File: src/rtl/decoder_pkg.sv
// Shared types for the registered one-hot decoder family.
// Holds the FSM state encoding and the mode input constants.
package decoder_pkg;

  typedef enum logic [1:0] {
    ST_IDLE,
    ST_DIRECT,
    ST_SCAN
  } state_t;

  localparam logic MODE_DIRECT = 1'b0;
  localparam logic MODE_SCAN   = 1'b1;

endpackage

File: src/rtl/decoder_scan_n_scan_timer.sv
// Dwell counter for scan mode: tick marks the last cycle of a dwell period.
// tick is combinational from the count and the live dwell; no backpressure.
module scan_timer #(
  parameter int DWELL_W = 8
) (
  input  logic               clk,
  input  logic               rst,
  input  logic               clear,
  input  logic               run,
  input  logic [DWELL_W-1:0] dwell,
  output logic               tick
);

  logic [DWELL_W-1:0] cnt;

  assign tick = run && (cnt == dwell);

  // A dwell lowered below cnt mid-scan lets cnt roll over before it matches again.
  always_ff @(posedge clk) begin
    if (rst || clear) begin
      cnt <= '0;
    end else if (run) begin
      cnt <= tick ? '0 : cnt + 1'b1;
    end
  end

endmodule

File: src/rtl/decoder_scan_n.sv
// Registered N-to-2^N one-hot decoder with direct and auto-scan modes.
// Latency 1 cycle from inputs to D/idx/wrap; no backpressure, all outputs are flops.
module decoder_scan_n
  import decoder_pkg::*;
#(
  parameter int N       = 3,
  parameter int DWELL_W = 8
) (
  input  logic               clk,
  input  logic               rst,
  input  logic               en,
  input  logic               mode,
  input  logic [N-1:0]       sel,
  input  logic [DWELL_W-1:0] dwell,
  output logic [(1<<N)-1:0]  D,
  output logic [N-1:0]       idx,
  output logic               wrap
);

  localparam int W = 1 << N;

  state_t       state, state_d;
  logic [N-1:0] idx_d;
  logic         wrap_d;
  logic         scan_hold;
  logic         tick;

  // Only a scan that continues across this edge keeps counting; any other path restarts at 0.
  assign scan_hold = en && (mode == MODE_SCAN) && (state == ST_SCAN);

  scan_timer #(
    .DWELL_W(DWELL_W)
  ) u_timer (
    .clk  (clk),
    .rst  (rst),
    .clear(!scan_hold),
    .run  (scan_hold),
    .dwell(dwell),
    .tick (tick)
  );

  always_comb begin
    state_d = ST_IDLE;
    idx_d   = '0;
    wrap_d  = 1'b0;
    if (!en) begin
      state_d = ST_IDLE;
    end else if (mode == MODE_DIRECT) begin
      state_d = ST_DIRECT;
      idx_d   = sel;
    end else if (state != ST_SCAN) begin
      state_d = ST_SCAN;
    end else begin
      state_d = ST_SCAN;
      idx_d   = idx;
      if (tick) begin
        idx_d  = idx + 1'b1;
        wrap_d = &idx;
      end
    end
  end

  always_ff @(posedge clk) begin
    if (rst) begin
      state <= ST_IDLE;
      idx   <= '0;
      wrap  <= 1'b0;
      D     <= '0;
    end else begin
      state <= state_d;
      idx   <= idx_d;
      wrap  <= wrap_d;
      D     <= (state_d == ST_IDLE) ? '0 : (W'(1) << idx_d);
    end
  end

endmodule

File: config.mk
export PLATFORM = sky130hd
export DESIGN_NAME = decoder_scan_n
export DESIGN_NICKNAME = d
export VERILOG_FILES = /design/src/rtl/decoder_pkg.sv /design/src/rtl/decoder_scan_n_scan_timer.sv /design/src/rtl/decoder_scan_n.sv
export SDC_FILE = /design/constraint.sdc
export NUM_CORES = 1
export LEC_CHECK = 0
export CORE_MARGIN = 2
export CORE_UTILIZATION = 40
export CTS_CLUSTER_DIAMETER = 80
export DETAILED_ROUTE_END_ITERATION = 12
export GPL_TIMING_DRIVEN = 0
export PLACE_DENSITY = 0.72
export SLEW_MARGIN = 40
export SYNTH_ARGS = -nofsm -noshare
export SYNTH_HDL_FRONTEND = slang
export SYNTH_HIERARCHICAL = 1
export SYNTH_SLANG_ARGS = --single-unit
File: constraint.sdc
create_clock -name clk -period 4.3 [get_ports clk]
set_input_delay 0.43 -clock clk [delete_from_list [all_inputs] [get_ports clk]]
set_output_delay 0.43 -clock clk [all_outputs]
set_load 0.05 [all_outputs]
# Word-level counts from Yosys, hierarchy flattened
# Index checks and enable logic that the tools add are counted.
[totals]
inputBits = 15
ff_bits = 22
out_inout_bits = 12
[classes]
n_reduce_logical = 9
n_bitwise = 3
n_eq_ne = 3
muxes = 7
addsub = 2
shift = 1
[op_table]
columns = ["op", "count"]
rows = [
  ["two-way mux 3 bit", 4],
  ["adder 8 x 1 -> 8 bit (second input constant)", 1],
  ["equality test 8 bit", 1],
  ["two-way mux 8 bit", 1],
  ["left shift 1 x 3 -> 8 bit (first input constant)", 1],
  ["OR reduction 5 bit", 1],
  ["two-way mux 2 bit", 2],
  ["adder 3 x 1 -> 3 bit (second input constant)", 1],
  ["logical AND 1 bit", 3],
  ["inverter 1 bit", 3],
  ["AND reduction 3 bit", 1],
  ["equality test 2 bit (second input constant)", 1],
  ["logical NOT 2 bit", 1],
  ["inequality test 2 bit (second input constant)", 1],
  ["OR reduction 2 bit", 1],
  ["logical NOT 1 bit", 1],
  ["logical OR 1 bit", 1],
]

# Logic depth before layout (Yosys ltp)
[depth]
word_depth = 8
depth_mapped = 8
ltp_nobuf = 7

# Modules after synthesis
# Netlist, hierarchy kept.
[by_module_without_submodules]
columns = ["mod", "area_each_um2", "n_inst", "seq_area_each_um2", "cells_per_inst"]
rows = [
  ["decoder_scan_n", 534.3, 1, 280.3, 47],
  ["scan_timer", 460.4, 1, 160.2, 51],
]

# Worst setup path before layout
# OpenSTA, ideal clock, no wires.
[synth_path]
path_kind = "input-to-reg"
start = "input port en"
end = "register D[3]"
path_buffers = 1
stages = 8
required_time_ns = 4.167
setup_ns = 0.133
arrival_ns = 1.957
slack_ns = 2.211
cell_sequence = "nand4b_4 > inv_1 > buf_2 > nand2_1 > nor3_1 > mux2i_1 > a2bb2oi_1 > nor3_1"
[synth_between]
elab_chain_cells = 8
elab_cells_between_ends = 11
classes_between = "1 x shift; 5 x mux; 5 x reduce/logical"
[synth_lines]
columns = ["item", "line_no", "text"]
rows = [
  ["from (decl)", "decoder_scan_n.sv:11", "input logic en,"],
  ["logical AND 1 bit (2 in series)", "decoder_scan_n.sv:29", "assign scan_hold = en && (mode == MODE_SCAN) && (state == ST_SCAN);"],
  ["via scan_hold", "decoder_scan_n.sv:25", "logic scan_hold;"],
  ["logical AND 1 bit", "decoder_scan_n_scan_timer.sv:16", "assign tick = run && (cnt == dwell);"],
  ["via tick", "decoder_scan_n.sv:26", "logic tick;"],
  ["two-way mux 3 bit", "decoder_scan_n.sv:56", "if (tick) begin"],
  ["two-way mux 3 bit", "decoder_scan_n.sv:51", "end else if (state != ST_SCAN) begin"],
  ["two-way mux 3 bit", "decoder_scan_n.sv:48", "end else if (mode == MODE_DIRECT) begin"],
  ["two-way mux 3 bit", "decoder_scan_n.sv:46", "if (!en) begin"],
  ["left shift 1 x 3 -> 8 bit", "decoder_scan_n.sv:73", "D <= (state_d == ST_IDLE) ? '0 : (W'(1) << idx_d);"],
  ["to (signal assigned)", "decoder_scan_n.sv:73", ""],
  ["to (decl)", "decoder_scan_n.sv:15", "output logic [(1<<N)-1:0] D,"],
]
# The timed path passes the listed nets, and every way through them passes these cells.
# A chain may end at the register's enable or synchronous reset.

# Final worst setup path
[layout_path]
start = "input port mode"
end = "register D[2]"
[layout_between]
elab_chain_cells = 8
elab_cells_between_ends = 12
classes_between = "1 x shift; 6 x mux; 5 x reduce/logical"
[layout_lines]
columns = ["item", "line_no", "text"]
rows = [
  ["from (decl)", "decoder_scan_n.sv:12", "input logic mode,"],
  ["logical AND 1 bit (2 in series)", "decoder_scan_n.sv:29", ""],
  ["via scan_hold", "decoder_scan_n.sv:25", ""],
  ["logical AND 1 bit", "decoder_scan_n_scan_timer.sv:16", ""],
  ["via tick", "decoder_scan_n.sv:26", ""],
  ["two-way mux 3 bit", "decoder_scan_n.sv:56", ""],
  ["two-way mux 3 bit", "decoder_scan_n.sv:51", ""],
  ["two-way mux 3 bit", "decoder_scan_n.sv:48", ""],
  ["two-way mux 3 bit", "decoder_scan_n.sv:46", ""],
  ["left shift 1 x 3 -> 8 bit", "decoder_scan_n.sv:73", ""],
]
# The timed path passes the listed nets, and every way through them passes these cells.

==> flow_metrics.py <==
metrics = {
    "hold_path": {
        "hold_end": "u_timer/cnt[7]",
        "min_path_type": "register to register",
        "hp-start": "u_timer/cnt[7]",
        "holdPathStages": 2,
    },
    "worst_setup_path": {
        "crit_arrival_ns": 2.90,
        "r2r-end": "D[2]",
        "cp_slowest_cell": "clkdlybuf4s50_1",
        "cpPeakStageDelay_ns": 0.60,
        "cp_max_fo": 8,
        "start_kind": "input pin",
        "path_cells": "clkdlybuf4s50_1 > nand4b_4 > inv_1 > buf_2 > nand2_1 > nor3_1 > mux2i_1 > a2bb2oi_1 > nor3_1",
        "cp_data_required_time_ns": 4.49,
        "crit_top_cell": "nor3_1",
        "rrSetupSlack_ns": 1.97,
        "end_kind": "register",
        "crit_type": "input pin to register",
        "reg2reg_depth": 8,
        "r2r_start": "state[1]",
    },
    "cells_and_area": {
        "nFillCells": 229,
        "nets": 147,
        "syn2layout_area_growth_pct": 35.22,
        "n_antenna_cell": 0,
        "final_common_cell": "clkdlybuf4s50_1",
        "utilization": 0.5582,
        "final_layout_size_suffix_gt1_frac": 0.1016,
        "design_area_um2": 1345,
        "layout.cells.most_common_list": "clkdlybuf4s50_1 (26), dfxtp_1 (22), nor2_1 (13), xnor2_1 (13), nor3_1 (7)",
    },
    "clock_network": {
        "post_cts_resized": 0,
        "cts_buffers": 3,
        "cts_tree": "done",
        "path_clk_slew_ns": 0.12,
        "htreeDepth": 1,
        "clock_latency_ns": 0.30,
        "cts_hold_buf": 0,
        "post-cts-setup-buffers": 0,
        "root_buffer": "clkbuf_4",
        "numClockSinks": 22,
        "clockBufferDepth": 2,
    },
    "synthesis": {
        "yosys.area_share.simple": 0.2377,
        "synth_top_family_by_area": "simple AND/OR/NAND/NOR gates",
        "synthMuxAreaShare": 0.02013,
        "synth_edf_count": 0,
        "synth_top_area_share": 0.4428,
        "synth_area_leaders": "dfxtp_1 (44%), xnor2_1 (11%), nor2_1 (4.9%)",
        "yosys.area.top_type": "dfxtp_1",
        "yosys_register_bits": 22,
        "synth_cell_type_count": 28,
        "syn_area_um2": 994.7,
        "syn_avg_cell_area_um2": 10.15,
        "yosys_warnings": 6,
        "synthXorXnorAreaFrac": 0.1409,
        "syn-num-nets": 116,
        "async_flop_share": 0,
        "synth_compound_area_frac": 0.09308,
        "synth_ff_type": "dfxtp_1",
        "synth_cells": 98,
        "synthAdderAreaFrac": 0.03774,
        "seq_area_frac_synth": 0.4428,
    },
    "sta": {
        "relSlewSlack": 0.6004,
        "clock_skew_ns": 0.01078,
        "slew_violations": 0,
        "setup_tns_ns": 0,
        "finalSetupViolCount": 0,
        "whs_ns": 0.5608,
        "timing.final.crit_share": 0.6289,
        "fin_crit_ns": 2.704,
        "timing_hold_violations_final": 0,
        "grt_setup_unrepaired": "no",
        "fmax_ghz": 0.3698,
        "worstMarginPinSlew_ns": 0.5948,
    },
    "floorplanning": {
        "die_h_um": 53.87,
        "die_area_um2": 2901,
        "rows": 18,
        "fp.dieW_um": 53.87,
        "io_pins": 27,
        "start_util": 0.4128,
        "core_area_um2": 2410,
    },
    "global_routing": {
        "grtUsageTotal": 0.1403,
        "grt_pass1_wl_um": 2904,
        "grt_pass1_vias": 722,
        "antenna_found_initial": 0,
        "grt_max_degree": 14,
        "grt_overflow": 0,
    },
    "detailed_routing": {
        "met2WireLength_um": 915,
        "avgRoutedWirePerCell_um": 11.81,
        "vias": 779,
        "wl_met3_um": 99,
        "vias_per_cell": 4.930,
        "wl_met1_um": 851,
        "routed_wl_um": 1866,
        "top_layer": "met3",
        "drt_iter0_markers": 1,
        "drc": 0,
        "final_antenna_net_count": 0,
        "drtPass1Iterations": 4,
    },
    "status": {
        "status": "complete, no violations",
    },
    "placement": {
        "place_area_um2": 1292,
        "dpl.hpwl_um": 1505,
        "port_buffers": 26,
        "gp_congestion": 0.7213,
    },
    "power": {
        "power.density_nw_per_um2": 302.1,
        "total_power_mw": 0.4064,
        "ir_worst_vdd_mv": 0.1870,
        "leakagePower_nw": 0.4600,
    },
    "run": {
        "maxCapViolCount": 0,
    },
}
[metal layers]
layer | track usage | vias up
met5 | 0 | -
met4 | 0.05128 | 0
met3 | 0.03611 | 0
met2 | 0.2398 | 19
met1 | 0.1678 | 349
li1 | - | 411
[registers in the layout, summed over array words and instances, names as in the netlist]
| register | cells |
|---|---|
| D | 8 |
| u_timer/cnt | 8 |
| idx | 3 |
| state | 2 |
| wrap | 1 |
[cell usage after synthesis, types with 2 or more instances]
cell and n:
nor2b_1 2, o2bb2ai_1 2, nor2_1 13, inv_1 3, xnor2_1 13, nor4_1 4, dfxtp_1 22, xor2_1 3
nor3_1 7, nand4_1 3, mux2i_1 2, ha_1 3, nand2_1 5, a2bb2oi_1 2
[layout make-up]
cell class / count / area [um2] / area share
timing repair buffer: 26 / 260.3 / 0.1935
clock buffer: 3 / 22.52 / 0.01674
multi-input combinational: 71 / 526.8 / 0.3916
inverter: 3 / 11.26 / 0.008372
sequential: 22 / 440.4 / 0.3274
clock inverter: 1 / 30.03 / 0.02233
tap: 30 / 37.54 / 0.02791
buffer: 2 / 16.27 / 0.01209
[stage by stage]
step,std cells,setup slack (ns)
after detailed placement,154,1.269
after CTS,158,1.595
after global placement,154,1.278
after floorplan,98,2.211
final,158,1.596
after global routing,158,1.385
[cells by family after synthesis]
family / after synthesis
buffers and inverters: 5
xor gates and xnor gates: 16
muxes: 2
AOI/OAI and AO/OA: 9
adders and majority gates: 3
and+or+nand+nor: 41
DFF: 22
[power breakdown]
group | switching (mW) | internal, mW | leakage [nW] | total (mW)
clock | 0.0595 | 0.0941 | 0.0279 | 0.154
sequential | 0.00163 | 0.206 | 0.178 | 0.208
combinational | 0.0217 | 0.0230 | 0.254 | 0.0447
total | 0.0828 | 0.324 | 0.460 | 0.406
[worst max-delay path, delay by kind of cell]
kind | cells | cell delay, ns
AND/OR/NAND/NOR | 4 | 0.92
buffers and inverters | 3 | 0.85
AO/OA/AOI/OAI | 1 | 0.38
multiplexers | 1 | 0.31
[how the worst max path moves through the flow]
stage,slack (ns),from,end,cells after the start
2_1_floorplan,2.21,en,D[3],8
3_3_place_gp,1.28,mode,D[2],9
3_5_place_dp,1.27,mode,D[2],9
4_1_cts,1.60,mode,D[2],9
5_1_grt,1.39,mode,D[7],9
6_report,1.60,mode,D[2],9
No activity file was read; power rests on OpenSTA's default activity.
